[config.mk]
export PLATFORM = sky130hd
export DESIGN_NAME = srl_delay_ctrl
export DESIGN_NICKNAME = d
export VERILOG_FILES = /design/src/rtl/srl_delay_ctrl.sv
export SDC_FILE = /design/constraint.sdc
export NUM_CORES = 1
export LEC_CHECK = 0
export ABC_AREA = 1
export BUFFER_PORTS_ARGS = -buffer_cell sky130_fd_sc_hd__buf_2
export CAP_MARGIN = 20
export CORE_AREA = 2 2 126 104
export DETAILED_ROUTE_END_ITERATION = 8
export DIE_AREA = 0 0 128 106
export PLACE_DENSITY = 0.84
export SLEW_MARGIN = 20
export SYNTH_ARGS = -nofsm -noshare
export SYNTH_HDL_FRONTEND = slang
export SYNTH_SLANG_ARGS = --single-unit
[constraint.sdc]
create_clock -name clk -period 9.5 [get_ports clk]
set_clock_uncertainty 0.15 [all_clocks]
set_input_delay 1.425 -clock clk [delete_from_list [all_inputs] [get_ports clk]]
set_output_delay 1.425 -clock clk [all_outputs]
set_load 0.005 [all_outputs]
[src/rtl/srl_delay_ctrl.sv]
// Programmable-length delay line with valid/ready handshakes.
// A word is emitted only when a new word is accepted len accepts later;
// flush drains the stored words oldest first.
module srl_delay_ctrl #(
  parameter int WIDTH = 8,
  parameter int DEPTH = 16
) (
  input  logic                     clk,
  input  logic                     r,
  input  logic                     cfg_we,
  input  logic [$clog2(DEPTH):0]   cfg_len,
  output logic                     cfg_err,
  input  logic                     in_valid,
  output logic                     in_ready,
  input  logic [WIDTH-1:0]         in_data,
  output logic                     out_valid,
  input  logic                     out_ready,
  output logic [WIDTH-1:0]         out_data,
  input  logic                     flush,
  output logic                     busy
);

  localparam int AW = $clog2(DEPTH);
  localparam int LW = AW + 1;

  localparam logic [1:0] IDLE  = 2'd0;
  localparam logic [1:0] FILL  = 2'd1;
  localparam logic [1:0] RUN   = 2'd2;
  localparam logic [1:0] FLUSH = 2'd3;

  logic [1:0]       state;
  logic [LW-1:0]    len;
  logic [LW-1:0]    cnt;
  logic [WIDTH-1:0] sr [DEPTH];

  logic             accept;
  logic             consume;
  logic             out_free;
  logic             cfg_ok;
  logic [LW-1:0]    len_m1;
  logic [LW-1:0]    cnt_m1;
  logic [LW-1:0]    cnt_p1;
  logic [WIDTH-1:0] sr_len;
  logic [WIDTH-1:0] sr_cnt;

  assign accept   = in_valid & in_ready;
  assign consume  = out_valid & out_ready;
  assign out_free = ~out_valid | out_ready;
  assign cfg_ok   = (cfg_len != '0) && (cfg_len <= LW'(DEPTH));
  assign len_m1   = len - LW'(1);
  assign cnt_m1   = cnt - LW'(1);
  assign cnt_p1   = cnt + LW'(1);
  assign sr_len   = sr[len_m1[AW-1:0]];
  assign sr_cnt   = sr[cnt_m1[AW-1:0]];
  assign busy     = (state != IDLE);

  // Input readiness depends on state and on whether the output slot frees up
  always_comb begin
    in_ready = 1'b0;
    case (state)
      IDLE:    in_ready = 1'b1;
      FILL:    in_ready = 1'b1;
      RUN:     in_ready = out_free;
      default: in_ready = 1'b0;
    endcase
  end

  // Storage shifts once per accepted word; left unreset so it maps onto shift-register primitives
  always_ff @(posedge clk) begin
    if (accept) begin
      sr[0] <= in_data;
      for (int unsigned k = 1; k < DEPTH; k++) begin
        sr[k] <= sr[k-1];
      end
    end
  end

  // Control: state, fill count, delay length, output register and config error pulse
  always_ff @(posedge clk) begin
    if (r) begin
      state     <= IDLE;
      cnt       <= '0;
      len       <= LW'(DEPTH);
      out_valid <= 1'b0;
      out_data  <= '0;
      cfg_err   <= 1'b0;
    end else begin
      cfg_err <= 1'b0;
      if (consume) out_valid <= 1'b0;
      case (state)
        IDLE: begin
          if (cfg_we) begin
            if (cfg_ok) len <= cfg_len;
            else        cfg_err <= 1'b1;
          end
          // decision uses the register value, i.e. the length before any same-cycle write
          if (accept) begin
            cnt   <= LW'(1);
            state <= (len == LW'(1)) ? RUN : FILL;
          end
        end
        FILL: begin
          if (accept) begin
            cnt <= cnt_p1;
            // >= keeps FILL from stalling if len was shortened on the entering cycle
            if (cnt_p1 >= len) state <= RUN;
          end
          if (flush) state <= FLUSH;
        end
        RUN: begin
          if (accept) begin
            out_data  <= sr_len;
            out_valid <= 1'b1;
          end
          if (flush) state <= FLUSH;
        end
        FLUSH: begin
          if (out_free) begin
            if (cnt != '0) begin
              out_data  <= sr_cnt;
              out_valid <= 1'b1;
              cnt       <= cnt_m1;
            end else begin
              state <= IDLE;
            end
          end
        end
        default: state <= IDLE;
      endcase
    end
  end

endmodule
# Yosys cells after proc, flatten, opt, wreduce, memory -nomap -nowiden
# Memories as Yosys holds them, arrays and structs flattened.
# Cells that the tools add are included.
dict set report classes {
  n_addsub 3
  magnitude_cmp 2
  n_eq_ne 13
  n_mux 27
  bitwise 6
  n_reduce_logical 13
}
# operator count
set op_table {}
lappend op_table {{$mux W8} 3}
lappend op_table {{$mux W5} 4}
lappend op_table {{$mux W2} 8}
lappend op_table {{$pmux W8 S2} 1}
lappend op_table {{$pmux W5 S3} 1}
lappend op_table {{$ne A2 B2 Y1 const B} 7}
lappend op_table {{$reduce_bool A5 Y1} 2}
lappend op_table {{$pmux W2 S4} 1}
lappend op_table {{$mux W1} 7}
lappend op_table {{$ne A3 B3 Y1 const B} 2}
lappend op_table {{$reduce_and A6 Y1} 1}
lappend op_table {{$add A5 B1 Y5 const B} 1}
lappend op_table {{$eq A5 B1 Y1 const B} 1}
lappend op_table {{$ge A5 B5 Y1} 1}
lappend op_table {{$le A5 B5 Y1 const B} 1}
lappend op_table {{$reduce_and A5 Y1} 1}
lappend op_table {{$sub A5 B1 Y5 const B} 1}
lappend op_table {{$eq A2 B2 Y1 const B} 2}
lappend op_table {{$pmux W1 S2} 2}
lappend op_table {{$reduce_and A4 Y1} 1}
lappend op_table {{$reduce_bool A2 Y1} 2}
lappend op_table {{$sub A4 B1 Y4 const B} 1}
lappend op_table {{$not A1 Y1} 3}
lappend op_table {{$reduce_and A3 Y1} 1}
lappend op_table {{other kinds (8)} 9}
dict set report word_totals {
  register_bits 22
  mem_bits_rw 128
  input_bits 19
  out_inout_bits 12
  word_cells 71
  mem_count 1
}
# memory depth word_bits read_ports rd_ports_with_merged_regs write_ports line_no
set memory_table {}
lappend memory_table {sr 16 8 17 0 16 34} ;# logic [WIDTH-1:0] sr [DEPTH];

# Depth between registers and ports, before layout
# Gate-level depths: netlist of run 1.
dict set report depth {
  ltp_word 7
  depth_mapped 14
  depth_no_buf 13
}

# Worst setup path before layout of run 1
# Ideal clock, no wire load.
dict set report synth_path {
  path_kind {input to register}
  startpoint {input port out_ready}
  endpoint {memory sr[0][0] (enable)}
  setup_time_ps 481
  arrival_ps 4341
  t_required_ps 8869
  setup_slack_ps 4527
  path_stages 6
  path_buffers 0
  path_cell_list {inv_1 > nand2_1 > nand2_1 > nand3_1 > nand3_1 > inv_1}
}
# element line_no
set synth_lines {}
lappend synth_lines {{from (decl)} 17} ;# input logic out_ready,
lappend synth_lines {{to (decl)} 34}

# Worst setup path after layout of run 1
dict set report layout_path {
  startpoint {register len[0]}
  endpoint {register out_data[1]}
}
dict set report layout_via {
  elab_chain_len 4
}
# element line_no
set layout_lines {}
lappend layout_lines {{from (decl)} 32} ;# logic [LW-1:0] len;
lappend layout_lines {{from (signal assigned)} 83} ;# len <= LW'(DEPTH);
lappend layout_lines {{from (signal assigned)} 93} ;# if (cfg_ok) len <= cfg_len;
lappend layout_lines {{$sub A4 B1 Y4} 50} ;# assign len_m1 = len - LW'(1);
lappend layout_lines {{$mem_v2 Z16 W8} --}
lappend layout_lines {{$mux W8} 111} ;# if (accept) begin
lappend layout_lines {{$pmux W8 S2} 90} ;# case (state)
lappend layout_lines {{to (signal assigned)} 112} ;# out_data <= sr_len;
lappend layout_lines {{to (signal assigned)} 120} ;# out_data <= sr_cnt;
lappend layout_lines {{to (decl)} 18} ;# output logic [WIDTH-1:0] out_data,
# No other way between the ends. The select of a mux whose other input is x is not followed.
# A chain may end at the register's enable or synchronous reset.

==> results of run 1 <==
[logic make-up after synthesis]
logic type / count (synthesis) / share of synthesized area
xor+xnor: 8 / 0.01237
compound gates: 68 / 0.04795
buf+inv: 197 / 0.09822
fa+ha+maj: 14 / 0.02166
simple gates: 538 / 0.2902
flops: 150 / 0.5296
[registers in the layout (all words and copies together) (netlist names)]
| signal | cells |
|---|---|
| cfg_err | 1 |
| cnt | 5 |
| len | 5 |
| out_data | 8 |
| out_valid | 1 |
| sr | 128 |
| state | 2 |
[final timing paths]
| check | to | slack, ps | cells after the start |
|---|---|---|---|
| setup / recovery | out_data[1] | 5680 | 11 |
| hold / removal | sr[4][6] | 300 | 0 |
| setup reg to reg | out_data[1] | 5680 | 11 |
| hold reg to reg | sr[4][6] | 300 | 0 |
[power by group through the flow]
stage                     registers, mW  clock network, mW  logic [mW]
after global placement             1.09                  0        1.34
after global routing               1.11              0.742        1.58
after CTS                          1.09              0.709        1.39
after detailed placement           1.10                  0        1.37
after floorplan                    1.08                  0        1.05
final                              1.09              0.707        1.44
[cell type report]
class	instances	area [sq um]	share of cell area
Sequential cell	150	4287	0.4837
Tap cell	156	195.2	0.02202
Inverter	147	556.8	0.06283
Clock buffer	17	425.4	0.04800
Clock inverter	15	192.7	0.02174
Multi-Input combinational cell	628	3010	0.3397
Timing Repair Buffer	36	195.2	0.02202
[through the flow]
step / hold slack (ps) / utilization
finish: 296.5 / 0.7143
global route: 303.9 / 0.7143
CTS: 296.6 / 0.7143
detailed placement: 282.6 / 0.6645
global placement: 278.7 / 0.6645
floorplan: 276.4 / -
[routing by layer]
| metal | track usage | wire [um] | share of wire | vias to the layer above |
|---|---|---|---|---|
| met5 | 0 | 0 | 0 | - |
| met4 | 0.1232 | 513 | 0.027 | 0 |
| met3 | 0.08707 | 2255 | 0.12 | 58 |
| met2 | 0.4488 | 8590 | 0.45 | 414 |
| met1 | 0.4114 | 7883 | 0.41 | 3096 |
| li1 | - | - | - | 3228 |
[layout by cell type, fill, tap and decap left out, types with 3 or more instances in the layout]
master        n
buf_2        30
clkinvlp_4    4
nand3_1     236
buf_4         6
o211ai_1      9
ha_1         14
nand2_1     279
a21oi_1      26
inv_6         5
o21ai_0      27
xor2_1        4
clkbuf_16    17
nor2_1       11
nand4_1       4
dfxtp_1      20
inv_1       139
edfxtp_1    128
bufinv_16     3
inv_2         5
[worst register-to-register path, delay by kind of cell (launching register included)]
family | cells | cell delay [ps]
buffers and inverters | 4 | 1990
and+or+nand+nor | 5 | 720
adders and majority gates | 1 | 440
DFF | 1 | 310
AOI/OAI and AO/OA | 1 | 70
==> reports/qor.txt, run 1 <==
Period utilisation layout = 0.4019
Fin. Hold Viols = 0
Synth area leader = edfxtp_1
Setup WS pre-CTS = 5432 ps
Core Rows = 37
Top cells by area, synth = edfxtp_1 48%, nand3_1 15%, nand2_1 13%
WS Path Type = reg2reg
Most used cell, CP = nand3_1
Largest net degree at the start of global routing = 76
Max Cap Violations = 0
Placer congestion estimate = 0.8381
Unrepaired setup endpoints after global routing = false
Startpoint types = flip-flop
CTS tree = yes
Residual DRC = 0
Total placed cells including tap cells = 1117
First-pass GRT wire length = 31800 um
Worst Slack Setup Final = 5682 ps
Post-synth EDFFs = 128
Sequential power share = 0.337
Share of cells above drive strength 1 = 0.08862
Peak VDD IR = 188.1 uV
Cell area after technology mapping = 8089 sq um
Grt ovf = 0
# resized after CTS = 0
FMAX = 0.2619 GHz
Height of the die = 106 um
Worst-path fanout max = 74
CTS sink count = 150
Final Critical Period = 3818 ps
Initial antenna violation count = 0
Level count of the clock H-tree = 4
Clock Tree Buf Depth = 2
Hold Startpoint = sr[3][6]
Crit path from = len[0]
Vias = 6796
Relative slew slack = 0.2063
Post-synth top area share = 0.4752
Tightest Hold Check Type = reg2reg
Async SR Flop Fraction = 0
Top-count cell post-synth = nand2_1
Status = completed
Vias per inst = 5.915
Dpl hpwl = 10970 um
Core Area = 12410 sq um
Pins Over Slew Limit = 0
Synth warn = 0
IO Port Bufs = 30
Comb pwr share = 0.444
Cell family with most CP delay = buffers and inverters
Pre-antenna DRT Iters = 6
CP peak stage delay = 640 ps
Cts hold-fix bufs = 0
Gr usage total = 0.2993
Top-Level Pins = 31
Cell area after layout = 8862 sq um
Switch share = 0.4357
DRT antenna net count = 0
Reg clk slew, reported paths = 60 ps
Post-place instance area = 8244 sq um
Syn_nets = 1008
Die Area = 13570 sq um
Syn_area_per_cell = 8.296 sq um
Cell count after synthesis = 975
Clk pwr share = 0.218
Worst path cell trace = buf_4, inv_4, ha_1, buf_4, inv_2, nand3_1, nand3_1, nand3_1, nand3_1, nand3_1, a21oi_1
Psw = 1.411 mW
Vias in the first global route = 6502
Worst path bufs/invs = 4
Crit path DAT = 3970 ps
Total Power = 3.238 mW
Initial DRC count = 1026
Worst-margin pin slew = 1185 ps
Setup TNS = 0 ps
Internal power = 1.827 mW
Finished Layout Cells = 1149
Root buffer cell = clkbuf_16
Fillers = 908
Max stage delay cell, worst path = buf_4
Endpoints failing setup = 0
Die Wd = 128 um
Critical path data required time = 9650 ps
Reg-to-Reg Start = len[0]
Area Growth Syn to Fin = 9.559%
NumNets Final = 1013
Avg WL per Cell = 16.75 um
Synth cell count leaders = 279 x nand2_1, 236 x nand3_1, 141 x inv_1, 128 x edfxtp_1, 27 x o21ai_0
Part of the Yosys area used for sequential elements = 0.5296
Initial Util = 0.6520
Pleak = 3.933 nW
Predominant post-synthesis flop cell = edfxtp_1
Antenna fix cells = 0
Library cells used by synthesis = 30
Worst-Skew Late Latency = 430 ps
Seq cells post-synth = 150
CTS buffer count = 17
# Post-CTS Setup Buffers = 0
Crit path capture type = flip-flop
Routed wire length = 19240 um
PwrDens = 365.4 nW/um^2
Note: power is estimated with default switching activity, not from simulation.
==> run 2: changes to the inputs <==
CORE_AREA = 2 2 131 108   (was 2 2 126 104)
DIE_AREA = 0 0 133 110   (was 0 0 128 106)
PLACE_DENSITY = 0.79   (was 0.84)
clock period = 3.6 ns   (was 9.5 ns; I/O delays follow)
==> reports/qor.txt, run 2 (synthesis results as in run 1) <==
Status = completed (unchanged)
Hold path endpoint = sr[0][3] (was sr[4][6])
Dpl hpwl = 11580 um (was 10970 um)
Reg-to-reg endpoint = out_data[5] (was out_data[1])
Routed wire length = 19430 um (was 19240 um)
Most common cell after layout, fill and taps aside = nand2_1 (unchanged)
Worst-margin pin slew = 1038 ps (was 1185 ps)
Crit path DAT = 2720 ps (was 3970 ps)
DRT antenna net count = 0 (unchanged)
Initial antenna violation count = 0 (unchanged)
Share of cells above drive strength 1 = 0.09491 (was 0.08862)
Initial DRC count = 866 (was 1026)
Die Area = 14630 sq um (was 13570 sq um)
Vias = 6708 (was 6796)
Height of the die = 110 um (was 106 um)
Core Rows = 38 (was 37)
Unrepaired setup endpoints after global routing = false (unchanged)
Max Cap Violations = 0 (unchanged)
Cell family with most CP delay = buffers and inverters (unchanged)
FMAX = 0.3989 GHz (was 0.2619 GHz)
Area of the multi-input gates = 3010 sq um (unchanged)
Max reg flops = 128 (unchanged)
Endpoints failing setup = 0 (unchanged)
Final Critical Period = 2507 ps (was 3818 ps)
Vias per inst = 5.680 (was 5.915)
Die Wd = 133 um (was 128 um)
Core Area = 13270 sq um (was 12410 sq um)
Total placed cells including tap cells = 1149 (was 1117)
Pleak = 4.004 nW (was 3.933 nW)
IO Port Bufs = 30 (unchanged)
NumNets Final = 1021 (was 1013)
CTS tree = yes (unchanged)
Peak VDD IR = 570.0 uV (was 188.1 uV)
Area Growth Syn to Fin = 11.52% (was 9.559%)
Antenna fix cells = 0 (unchanged)
Vias in the first global route = 6108 (was 6502)
Relative slew slack = 0.3077 (was 0.2063)
Tightest Hold Check Type = in2reg (was reg2reg)
Cts hold-fix bufs = 0 (unchanged)
Crit path capture type = flip-flop (unchanged)
Grt ovf = 0 (unchanged)
Top-Level Pins = 31 (unchanged)
Initial Util = 0.6098 (was 0.6520)
Clock Tree Buf Depth = 2 (unchanged)
Most frequent cells in the layout = 279 x nand2_1, 236 x nand3_1, 140 x inv_1 (was 279 x nand2_1, 236 x nand3_1, 139 x inv_1)
Finished Layout Cells = 1181 (was 1149)
# resized after CTS = 0 (unchanged)
Reg2Reg Depth = 10 (was 11)
PwrDens = 963.9 nW/um^2 (was 365.4 nW/um^2)
Worst path cell trace = inv_1, ha_1, inv_1, buf_4, nand3_1, nand3_1, nand3_1, nand3_1, nand3_1, a21oi_1 (was buf_4, inv_4, ha_1, buf_4, inv_2, nand3_1, nand3_1, nand3_1, nand3_1, nand3_1, a21oi_1)
Biggest regs = sr x128, out_data x8 (unchanged)
Largest net degree at the start of global routing = 74 (was 76)
Reg clk slew, reported paths = 60 ps (about the same)
Largest register by flop count = sr (unchanged)
Worst-Skew Late Latency = 440 ps (was 430 ps)
Period utilisation layout = 0.6964 (was 0.4019)
Fin. Hold Viols = 0 (unchanged)
Total Power = 8.696 mW (was 3.238 mW)
Reg-to-Reg Start = cnt[1] (was len[0])
Root buffer cell = clkbuf_16 (unchanged)
Residual DRC = 0 (unchanged)
Hold Startpoint = in_data[3] (was sr[3][6])
Pre-antenna DRT Iters = 5 (was 6)
Gr usage total = 0.2774 (was 0.2993)
Worst-path fanout max = 16 (was 74)
Startpoint types = flip-flop (unchanged)
Critical path data required time = 3810 ps (was 9650 ps)
Max stage delay cell, worst path = inv_1 (was buf_4)
Level count of the clock H-tree = 4 (unchanged)
First-pass GRT wire length = 31260 um (was 31800 um)
WS Path Type = reg2reg (unchanged)
Placer congestion estimate = 0.8864 (was 0.8381)
CTS buffer count = 17 (unchanged)
Hold Path Stages = 1 (was 0)
Pins Over Slew Limit = 0 (unchanged)
Avg WL per Cell = 16.45 um (was 16.75 um)
Worst path bufs/invs = 3 (was 4)
CTS sink count = 150 (unchanged)
Setup TNS = 0 ps (unchanged)
# Post-CTS Setup Buffers = 0 (unchanged)
Fillers = 1047 (was 908)
Sequential cell area = 4287 sq um (unchanged)
Most used cell, CP = nand3_1 (unchanged)
Reg-to-reg slack, setup = 1090 ps (was 5680 ps)
CP peak stage delay = 490 ps (was 640 ps)
==> run 2: cell types whose count changed in the layout (fill, tap and decap cells not counted) <==
cell and change:
buf_4 +6, inv_6 -5, clkinv_2 +4, bufinv_16 +3
buf_12 +2, clkbuf_1 +1, clkinv_1 -1, clkinv_4 -1
inv_1 +1, inv_4 -1, inv_8 -1
==> run 2: layout make-up <==
class,instances,area share
sequential,150,0.4752
multi-input combinational,628,0.3337
inverter,147,0.06186
clock buffer,18,0.04757
timing repair buffer,44,0.03107
clock inverter,14,0.02566
tap,180,0.02497
==> run 2: how the worst max path moves through the flow <==
stage	startpoint	endpoint	cells after the start	slack (ps)
floorplan	state[0]	sr[0][0]	6	6
global placement	len[1]	out_data[2]	9	1190
detailed placement	state[0]	sr[3][6]	7	1160
CTS	len[1]	out_data[5]	9	1140
global route	len[1]	out_data[5]	9	960
finish	cnt[1]	out_data[5]	10	1090
==> run 2: metrics by stage <==
stage / hold slack, ps / utilization / setup WS [ps] / instance area [sq um]
after floorplan: 276.4 / - / 6.037 / 8093
after global placement: 279.7 / 0.6303 / 1190 / 8361
after detailed placement: 282.4 / 0.6303 / 1156 / 8361
after CTS: 122.1 / 0.6801 / 1136 / 9021
after global routing: 113.8 / 0.6801 / 955.4 / 9021
final: 135.5 / 0.6801 / 1093 / 9021
==> run 2: per-layer routing <==
metal	part of all wire	up-vias	global-route usage	wire length, um
li1	-	3247	-	-
met1	0.44	3073	0.4008	8616
met2	0.44	361	0.4115	8582
met3	0.10	27	0.07453	1974
met4	0.013	0	0.08909	254
met5	0	-	0	0
==> run 2: worst register-to-register path, stage by stage (launching register included) <==
cell and delay, ps:
dfxtp_1 350, inv_1 100, ha_1 300, inv_1 490, buf_4 370, nand3_1 130, nand3_1 90, nand3_1 120
nand3_1 120, nand3_1 80, a21oi_1 130
==> run 2: power breakdown <==
group	total, mW	internal (mW)	switching (mW)
Combinational	3.82	1.16	2.66
Sequential	2.87	2.61	0.267
Clock	2.00	1.29	0.707
==> run 3: changes to the inputs <==
CORE_AREA = 2 2 138 113   (was 2 2 131 108)
DIE_AREA = 0 0 140 115   (was 0 0 133 110)
PLACE_DENSITY = 0.75   (was 0.79)
clock period = 2.1 ns   (was 3.6 ns; I/O delays follow)
==> reports/qor.txt, run 3 (synthesis results as in run 1) <==
Worst-margin pin slew = 577.5 ps (was 1038 ps)
Setup TNS = -2.135 ps (was 0 ps)
Psw = 6.662 mW (was 3.639 mW)
Clk pwr share = 0.164 (was 0.230)
Comb pwr share = 0.519 (was 0.439)
Initial Util = 0.5479 (was 0.6098)
Pleak = 4.213 nW (was 4.004 nW)
Area Growth Syn to Fin = 18.61% (was 11.52%)
Clock Tree Buf Depth = 2 (unchanged)
Reg-to-Reg Start = cnt[0] (was cnt[1])
Endpoints failing setup = 1 (was 0)
Largest register by flop count = sr (unchanged)
Most common cell after layout, fill and taps aside = nand2_1 (unchanged)
DRT antenna net count = 0 (unchanged)
Initial DRC count = 851 (was 866)
Antenna fix cells = 0 (unchanged)
Height of the die = 115 um (was 110 um)
Share of cells above drive strength 1 = 0.1468 (was 0.09491)
Vias in the first global route = 6098 (was 6108)
Routed wire length = 20310 um (was 19430 um)
Util after Layout = 0.6498 (was 0.6801)
Pre-antenna DRT Iters = 7 (was 5)
Worst-path fanout max = 3 (was 16)
Peak VDD IR = 815.0 uV (was 570.0 uV)
Initial antenna violation count = 0 (unchanged)
Crit path capture type = flip-flop (unchanged)
Level count of the clock H-tree = 4 (unchanged)
Sequential power share = 0.317 (was 0.331)
Tightest Hold Check Type = in2reg (unchanged)
NumNets Final = 1065 (was 1021)
Startpoint types = flip-flop (unchanged)
Die Area = 16100 sq um (was 14630 sq um)
Grt ovf = 0 (unchanged)
Reg-to-reg endpoint = state[1] (was out_data[5])
IO Port Bufs = 30 (unchanged)
Internal power = 8.976 mW (was 5.057 mW)
Max reg flops = 128 (unchanged)
Core Rows = 40 (was 38)
Biggest regs = sr x128, out_data x8 (unchanged)
Worst-Skew Late Latency = 430 ps (was 440 ps)
PwrDens = 1630 nW/um^2 (was 963.9 nW/um^2)
Period utilisation layout = 1.001 (was 0.6964)
Crit path DAT = 2250 ps (was 2720 ps)
Failing checks = DRC, setup timing
First-pass GRT wire length = 31520 um (was 31260 um)
Fin. Hold Viols = 0 (unchanged)
Residual DRC = 1 (was 0)
Pins Over Slew Limit = 0 (unchanged)
Largest net degree at the start of global routing = 74 (unchanged)
Cell area after layout = 9594 sq um (was 9021 sq um)
WS Path Type = reg2reg (unchanged)
Reg-to-reg slack, setup = -2 ps (was 1090 ps)
Hold Path Stages = 3 (was 1)
Final Critical Period = 2102 ps (was 2507 ps)
Die Wd = 140 um (was 133 um)
Hold path endpoint = len[3] (was sr[0][3])
Worst Slack Setup Final = -2.135 ps (was 1093 ps)
Placer congestion estimate = 0.8513 (was 0.8864)
Dpl hpwl = 12400 um (was 11580 um)
Gr usage total = 0.2502 (was 0.2774)
Fillers = 1172 (was 1047)
Vias per inst = 5.600 (was 5.680)
FMAX = 0.4757 GHz (was 0.3989 GHz)
CTS buffer count = 17 (unchanged)
Total Power = 15.64 mW (was 8.696 mW)
Status = finished with violations (was completed)
CTS sink count = 150 (unchanged)
Vias = 6894 (was 6708)
CTS tree = yes (unchanged)
Post-place instance area = 8720 sq um (was 8361 sq um)
Relative slew slack = 0.6150 (was 0.3077)
Unrepaired setup endpoints after global routing = true (was false)
Max Cap Violations = 0 (unchanged)
Switch share = 0.4260 (was 0.4185)
Avg WL per Cell = 16.50 um (was 16.45 um)
Core Area = 14760 sq um (was 13270 sq um)
Reg2Reg Depth = 13 (was 10)
Most frequent cells in the layout = 275 x nand2_1, 227 x nand3_1, 136 x inv_1 (was 279 x nand2_1, 236 x nand3_1, 140 x inv_1)
Top-Level Pins = 31 (unchanged)
Root buffer cell = clkbuf_16 (unchanged)
Critical path data required time = 2250 ps (was 3810 ps)
Reg clk slew, reported paths = 60 ps (about the same)
Hold Startpoint = cfg_len[3] (was in_data[3])
-- run 3: stage by stage --
stage          hold slack [ps]  std cells  setup slack (ps)
2_1_floorplan            243.5        975             -1218
3_3_place_gp             279.2       1184             37.10
3_5_place_dp             281.7       1184            -34.90
4_1_cts                  26.71       1225            -9.724
5_1_grt                  47.64       1231            -87.49
6_report                 48.57       1231            -2.135
-- run 3: critical path: stages, from the launching register on --
cell,delay (ps)
dfxtp_4,370
ha_4,150
nand3_2,70
xor2_1,170
ha_1,330
nand2_1,70
nor2_1,120
o21ai_1,100
nand3_2,100
nand2_2,50
nand2_2,100
nand2_2,80
nand2_1,70
a21oi_1,50
-- run 3: worst max-delay path by stage --
stage	start	to	slack (ps)	cells past startpoint
3_3_place_gp	cnt[0]	state[1]	40	12
5_1_grt	cnt[0]	state[1]	-90	13
3_5_place_dp	cnt[0]	state[1]	-30	12
2_1_floorplan	state[1]	sr[0][0]	-1220	6
4_1_cts	cnt[0]	state[1]	-10	12
6_report	cnt[0]	state[1]	-2	13
-- run 3: area by class of cell --
cell class	count	area, sq um	share of cell area
timing repair buffer	88	773.2	0.08059
multi-input combinational	628	3233	0.3370
tap	189	236.5	0.02465
sequential	150	4297	0.4478
clock buffer	20	436.7	0.04551
clock inverter	9	40.04	0.004173
inverter	147	578.1	0.06025
-- run 3: power by group through the flow --
stage	clock network (mW)	logic, mW	registers, mW
2_1_floorplan	0	4.95	4.88
3_3_place_gp	0	7.01	4.92
3_5_place_dp	0	7.12	4.96
4_1_cts	2.60	7.20	4.91
5_1_grt	2.72	8.80	5.06
6_report	2.56	8.11	4.96
-- run 3: repair_timing --
item                       in CTS  in global routing
hold endpoints to repair       11                  0
hold buffers                   11                  0
gates resized for setup         2                 42
setup endpoints to repair       2                 14
setup buffers                   1                  5
pin swaps                       1                  8
gates cloned                    0                  1
-- run 3: per-layer routing --
metal  track usage  up-vias  wire length (um)
met5             0        -                 0
met2        0.3750      385              9027
met4       0.06936        0               199
li1              -     3344                 -
met1        0.3669     3145              9212
met3       0.06122       20              1868
